### src/rtl/seg_scan_ctrl_pkg.sv
// Shared types and constants for the eight-digit seven-segment scanner.
package seg_pkg;

    localparam int DIGITS = 8;
    localparam logic [6:0] SEG_BLANK = 7'h7F;

    typedef enum logic {SHOW, BLANK} scan_state_t;

    // Active-low {g,f,e,d,c,b,a}, entry 0 is the rightmost element.
    localparam logic [15:0][6:0] HEX_SEG = {
        7'h0E, 7'h06, 7'h21, 7'h46, 7'h03, 7'h08, 7'h10, 7'h00,
        7'h78, 7'h02, 7'h12, 7'h19, 7'h30, 7'h24, 7'h79, 7'h40
    };

endpackage

### src/rtl/seg_scan_ctrl_hex_to_7seg.sv
// Combinational nibble to active-low seven-segment pattern.
module hex_to_7seg
    import seg_pkg::*;
(
    input  logic [3:0] i_nib,
    output logic [6:0] o_seg
);

    assign o_seg = HEX_SEG[i_nib];

endmodule

### src/rtl/seg_scan_ctrl.sv
// Multiplexed scan of eight hex digits with blanking gaps and a
// double-buffered load that only commits on a frame boundary.
module seg_scan_ctrl #(
    parameter int PRESCALE     = 100000,
    parameter int BLANK_CYCLES = 4,
    parameter int DIGITS       = 8
) (
    input  logic        aclk,
    input  logic        rst,
    input  logic        load_valid,
    output logic        load_ready,
    input  logic [31:0] load_data,
    input  logic [7:0]  dp_mask,
    input  logic [7:0]  enable_mask,
    input  logic        lz_suppress,
    output logic [2:0]  digit_select,
    output logic [7:0]  anode,
    output logic [6:0]  cathode,
    output logic        dp,
    output logic        frame_done
);
    import seg_pkg::*;

    localparam int MAXC = (PRESCALE > BLANK_CYCLES) ? PRESCALE : BLANK_CYCLES;
    localparam int CW   = $clog2(MAXC + 1);
    localparam int AW   = 4 * DIGITS;

    scan_state_t   r_state;
    logic [CW-1:0] r_cnt;
    logic [2:0]    r_digit;
    logic [AW-1:0] r_active;
    logic [AW-1:0] r_shadow;
    logic          r_full;
    logic [7:0]    r_anode;
    logic [6:0]    r_cathode;
    logic          r_dp;
    logic          r_frame_done;

    logic          w_show_end;
    logic          w_blank_end;
    logic          w_step;
    logic          w_wrap;
    logic          w_supp;
    logic          w_lit;
    logic [3:0]    w_nib;
    logic [6:0]    w_seg;

    assign w_show_end  = (r_state == SHOW) && (r_cnt == CW'(PRESCALE - 1));
    assign w_blank_end = (r_state == BLANK) && (r_cnt == CW'(BLANK_CYCLES - 1));
    assign w_step      = (w_show_end && (BLANK_CYCLES == 0)) || w_blank_end;
    assign w_wrap      = w_step && (r_digit == 3'd7);

    assign w_nib  = r_active[{r_digit, 2'b00} +: 4];
    // A digit is a leading zero when it and everything left of it is zero.
    assign w_supp = lz_suppress && (r_digit != 3'd0)
                 && ((r_active >> {r_digit, 2'b00}) == '0);
    assign w_lit  = (r_state == SHOW) && enable_mask[r_digit] && !w_supp;

    hex_to_7seg u_hex (
        .i_nib (w_nib),
        .o_seg (w_seg)
    );

    always_ff @(posedge aclk or posedge rst) begin
        if (rst) begin
            r_state      <= SHOW;
            r_cnt        <= '0;
            r_digit      <= 3'd0;
            r_active     <= '0;
            r_shadow     <= '0;
            r_full       <= 1'b0;
            r_anode      <= 8'hFF;
            r_cathode    <= SEG_BLANK;
            r_dp         <= 1'b1;
            r_frame_done <= 1'b0;
        end else begin
            r_anode      <= w_lit ? ~(8'(1) << r_digit) : 8'hFF;
            r_cathode    <= w_lit ? w_seg : SEG_BLANK;
            r_dp         <= w_lit ? ~dp_mask[r_digit] : 1'b1;
            r_frame_done <= w_wrap;
            if (w_step)
                r_digit <= r_digit + 3'd1;
            unique case (r_state)
                SHOW: begin
                    if (w_show_end) begin
                        r_cnt <= '0;
                        if (BLANK_CYCLES != 0)
                            r_state <= BLANK;
                    end else begin
                        r_cnt <= r_cnt + CW'(1);
                    end
                end
                BLANK: begin
                    if (w_blank_end) begin
                        r_cnt   <= '0;
                        r_state <= SHOW;
                    end else begin
                        r_cnt <= r_cnt + CW'(1);
                    end
                end
                default: r_state <= SHOW;
            endcase
            // Load and commit are exclusive: ready is low while full.
            if (load_valid && !r_full) begin
                r_shadow <= load_data;
                r_full   <= 1'b1;
            end else if (w_wrap && r_full) begin
                r_active <= r_shadow;
                r_full   <= 1'b0;
            end
        end
    end

    assign load_ready   = ~r_full;
    assign digit_select = r_digit;
    assign anode        = r_anode;
    assign cathode      = r_cathode;
    assign dp           = r_dp;
    assign frame_done   = r_frame_done;

endmodule

### config.mk
export PLATFORM = sky130hd
export DESIGN_NAME = seg_scan_ctrl
export DESIGN_NICKNAME = d
export VERILOG_FILES = /design/src/rtl/seg_scan_ctrl_pkg.sv /design/src/rtl/seg_scan_ctrl_hex_to_7seg.sv /design/src/rtl/seg_scan_ctrl.sv
export SDC_FILE = /design/constraint.sdc
export NUM_CORES = 1
export LEC_CHECK = 0
export BUFFER_PORTS_ARGS = -buffer_cell sky130_fd_sc_hd__buf_4
export CORE_MARGIN = 2
export CORE_UTILIZATION = 38
export CTS_CLUSTER_DIAMETER = 80
export DETAILED_ROUTE_END_ITERATION = 16
export PLACE_DENSITY_LB_ADDON = 0.3
export SYNTH_ARGS = -nofsm -noshare
export SYNTH_HDL_FRONTEND = slang
export SYNTH_SLANG_ARGS = --single-unit
export TNS_END_PERCENT = 1
### constraint.sdc
create_clock -name aclk -period 4.66 [get_ports aclk]
set_input_delay 0.932 -clock aclk [delete_from_list [all_inputs] [get_ports aclk]]
set_output_delay 0.932 -clock aclk [all_outputs]
set_load 0.05 [all_outputs]
======== Yosys cells after proc, flatten, opt, wreduce, memory -nomap -nowiden ========
Memories as Yosys holds them, arrays and structs flattened.
Cells that the tools add are included.
Widths: inputs -> output; s select.
cells by class
  $add $sub $neg .......................... 2
  magnitude comparators ................... 2
  equality and inequality tests ........... 3
  shift operators ......................... 3
  muxes and demuxes ....................... 16
  bitwise logic cells ..................... 5
  reduce and logical (&&, ||, !) cells .... 15
operators by type and width
  operator               number
  $mux 17                2
  $pmux 17 s2            1
  $logic_not 32->1       1
  $shiftx 32x6->4        1
  $shr 32x5->32          1
  $add 17x1->17 const B  1
  $eq 17x17->1 const B   1
  $eq 17x2->1 const B    1
  $mux 7                 2
  $logic_and 1x1->1      9
  $mux 8                 1
  $not 8->8              1
  $shl 1x3->8 const A    1
  $mux 1                 7
  $bmux 1 s3             2
  $lt 4x5->1 const B     1
  $lt 3x4->1 const B     1
  $not 1->1              4
  $add 3x1->3 const B    1
  $eq 3x3->1 const B     1
  $reduce_bool 3->1      1
  $logic_not 1->1        2
  $pmux 1 s2             1
  $reduce_and 2->1       1
  $reduce_bool 2->1      1
word-level totals
  bits in registers ....................... 103
  ROM bits ................................ 112
  output and inout port bits .............. 21
  logic and storage cells ................. 57
  memories kept ........................... 1
memory list
  memory           depth  bits a word  rd ports  clocked after Yosys merged registers in  write ports  line                            RTL
  (no name shown)  16     7            1         0                                        0            seg_scan_ctrl_hex_to_7seg.sv:9  assign o_seg = HEX_SEG[i_nib];

======== Depth between registers and ports, before layout ========
  depth in word-level cells ............... 6
  mapped depth ............................ 11

======== Cells and area by module ========
Synthesis repeated with hierarchy kept, for this count alone.
second synthesis, totals
  cell total of the unflattened synthesis .. 423
  area, all modules ....................... 5186.2 µm²
modules (own cells, without submodules)
  module         instances  cells each  area each (µm²)  sequential area each (µm²)
  seg_scan_ctrl  1          392         4932.2           2597.5
  hex_to_7seg    1          31          254.0            0.0

======== Worst setup path before layout ========
No wires, ideal clock.
  path type ............................... reg-to-reg
  start ................................... register r_digit[1] (netlist: digit_select[1])
  end ..................................... register r_cathode[3] (netlist: cathode[3])
  library setup time ...................... 0.098 ns
  data arrival time ....................... 3.258 ns
  required time ........................... 4.562 ns
  setup slack ............................. 1.304 ns
  cell stages (with the launch flop) ...... 12
  path buffers ............................ 2
  period minus slack after synthesis ...... 3.356 ns
  cell sequence ........................... dfrtp_1 -> buf_2 -> buf_1 -> mux4_2 -> mux2i_1 -> ha_1 -> nand2_1 -> a211o_1 -> a311o_1 -> nor3_4 -> o22ai_2 -> o311ai_1
between the ends
  longest elaborated chain between the ends .. 6
RTL lines
  element                                               line                 RTL
  from (decl)                                           seg_scan_ctrl.sv:30  logic [2:0] r_digit;
  from (signal assigned)                                seg_scan_ctrl.sv:82  r_digit <= r_digit + 3'd1;
  branches (longest 5 deep; another with $mem_v2 16x7)  --
  $mux 7 *                                              seg_scan_ctrl.sv:78  r_cathode <= w_lit ? w_seg : SEG_BLANK;
  to (signal assigned)                                  seg_scan_ctrl.sv:78
  to (decl)                                             seg_scan_ctrl.sv:35  logic [6:0] r_cathode;
Mark *: on every way between the ends. The select of a mux whose other input is x is not followed.
A chain may end at the register's enable or synchronous reset.

======== Final worst setup path ========
Ends and elaborated chain as after synthesis.

==> results.tsv <==
metric	value	unit
p_leak	0.002713	uW
cellPowerDensity	303.6	mW/mm^2
drt_wl_total	9.925	mm
cts_tree	yes	
finalInstanceArea	0.005847	mm^2
grt_use_total	15.52	%
status	finished, final reports clean	
dieArea	0.01363	mm^2
finalCriticalPeriod	3.311	ns
floorplan.initialDensity	38.59	%
dpl_cell_area	0.005567	mm^2
ant_nets	0	
cts_resized	0	
cts_buffer_depth	2	
numCtsBuffers	9	
synth.avg_cell_area	12.85	um^2
layout.nets	516	
period_share	71.04	%
worst_hold_path_type	flip-flop to flip-flop	
synth_edf_count	0	
ir_drop	0.1746	mV
critPathKind	flip-flop to flip-flop	
place_congestion	0.8535	
vias	3195	
clock-root-buffer	clkbuf_16	
grt_pass1_wl	16.22	mm
port-buffer-count	72	
hold_path_startpoint	r_cnt[0]	
cts.sinks	103	
antenna_found_initial	0	
postCtsHoldBufs	0	
area_growth	21.03	%
path_cells	mux4_2 -> mux2i_1 -> ha_1 -> nand2_1 -> a211o_1 -> a311o_1 -> nor3_4 -> o22ai_2 -> o311ai_1	
vias_per_cell	5.088	
synth_top_area_share	45.07	%
cp.arrival	3.56	ns
num_rows	41	
tns	0	ns
nFillCells	1143	
synth_cells	376	
hpwl	7.372	mm
crit_slowest_cell	dfrtp_1	
instances_no_fill	628	
multi_input_comb_area	0.002143	mm^2
crit_path_end_kind	flip-flop	
drc	0	
rsz0062_at_grt	no	
final_cell_mix	dfrtp_1, buf_4, mux2_2	
maxSlewHeadroom	35.15	%
die_height	116.8	um
cp-startpoint	digit_select[1]	
synth.area.top_cells	dfrtp_1, mux2_2, dfstp_2	
worstPathMaxFanout	24	
netlist_area	0.004831	mm^2
wl_per_cell	15.80	um
grt_max_degree	82	
synth_warnings	0	
synth_ff_type	dfrtp_1	
fin_util	46.71	%
maxCapViolations	0	
synth_seq_area_share	53.77	%
fmax	302.1	MHz
hold_viol_final	0	
antenna_cells	0	
slew_viol_final	0	
htreeDepth	3	
syn_nets	441	
finalSetupViolations	0	
final_common_cell	dfrtp_1	
firstDrtPassIters	4	
drt_iter0_drc	195	
dp_cells	612	
worstSkewPairLatency	0.35	ns
fin_skew	0.01312	ns
cts_setup_buffers	0	
cp-start-kind	flip-flop	
path_clk_slew	0.07	ns
ys_types	48	
ys_seq_elements	103	
drive_gt1_share	42.11	%
critPathRequiredTime	4.91	ns
core_area	0.01252	mm^2
die_w	116.8	um
grt_pass1_vias	3242	
grt_overflow_total	0	
timing.rr.start	digit_select[1]	
slowest_delay	0.89	ns
io_pins	73	
worst_pin_slew	0.9728	ns
yosysTopAreaCell	dfrtp_1	
regArea	0.002597	mm^2
ys_async_sr_fraction	100.0	%
==> cell type report <==
class                   instances  area share [%]
clock buffers                  10           3.916
well taps                     172           3.681
multi-input cells             251           36.66
flip-flops and latches        103           44.43
inverters                      10          0.6848
clock inverters                 6          0.8774
repair buffers                 76           9.758
==> routing by layer <==
metal,global-route usage [%],wire [um]
met1,20.36,4589
met5,0,0
met2,24.24,4556
met3,4.411,551
met4,6.588,226
==> synth_stat cells (all sizes together) (4+ instances only) <==
master and number:
clkbuf 5, nor3 12, nor4 7, a21oi 9, mux4 12, and3 5, mux2i 6, ha 13
o211ai 4, nand3 12, dfstp 16, o21ai 6, buf 7, inv 10, dfrtp 87, nor2 21
xnor2 10, nand2 35, xor2 6, mux2 67
==> where the power goes <==
part | internal, uW | switching (uW) | leakage (uW)
sequential | 936 | 21.0 | 0.00130
combinational | 62.6 | 50.4 | 0.00127
clock | 371 | 334 | 0.000139
==> cells by family after synthesis <==
kind of cell | count (synthesis) | synth area share (%)
AND/OR/NAND/NOR | 106 | 10.88
flip-flops | 103 | 53.77
buffers and inverters | 22 | 1.916
multiplexers | 85 | 22.69
AO/OA/AOI/OAI | 31 | 4.481
XOR/XNOR | 16 | 2.901
adder cells (fa/ha/maj) | 13 | 3.367
==> worst max-delay path, delay by kind of cell (launching register included) <==
kind	cells	cell delay, ns
AO/OA/AOI/OAI	4	0.84
adder cells (fa/ha/maj)	1	0.29
flip-flops	1	0.89
multiplexers	2	0.90
AND/OR/NAND/NOR	2	0.30
==> worst paths after layout <==
path	endpoint	slack (ns)	cells after the start
setup / recovery	cathode[3]	1.35	9
hold / removal	r_cnt[0]	0.49	1
setup reg to reg	cathode[3]	1.35	9
hold reg to reg	r_cnt[0]	0.49	1
max in group asynchronous	cathode[5]	2.93	3
min in group asynchronous	r_shadow[28]	0.80	2
==> sequential cells by signal, summed over array words and instances (netlist names) <==
register and cells:
frame_done 1, digit_select 3, r_state 1, r_shadow 32
r_active 32, anode 8, r_cnt 17, dp 1
r_full 1, cathode 7
==> stage by stage <==
step           power (uW)  setup slack, ns  hold slack [ns]
6_report             1775            1.349           0.4890
3_3_place_gp         1087            1.499           0.4760
4_1_cts              1805            1.368           0.4906
3_5_place_dp         1092            1.391           0.4789
5_1_grt              1854            1.107           0.5083
2_1_floorplan        1031            1.051           0.4535
Note: power is estimated with default switching activity, not from simulation.
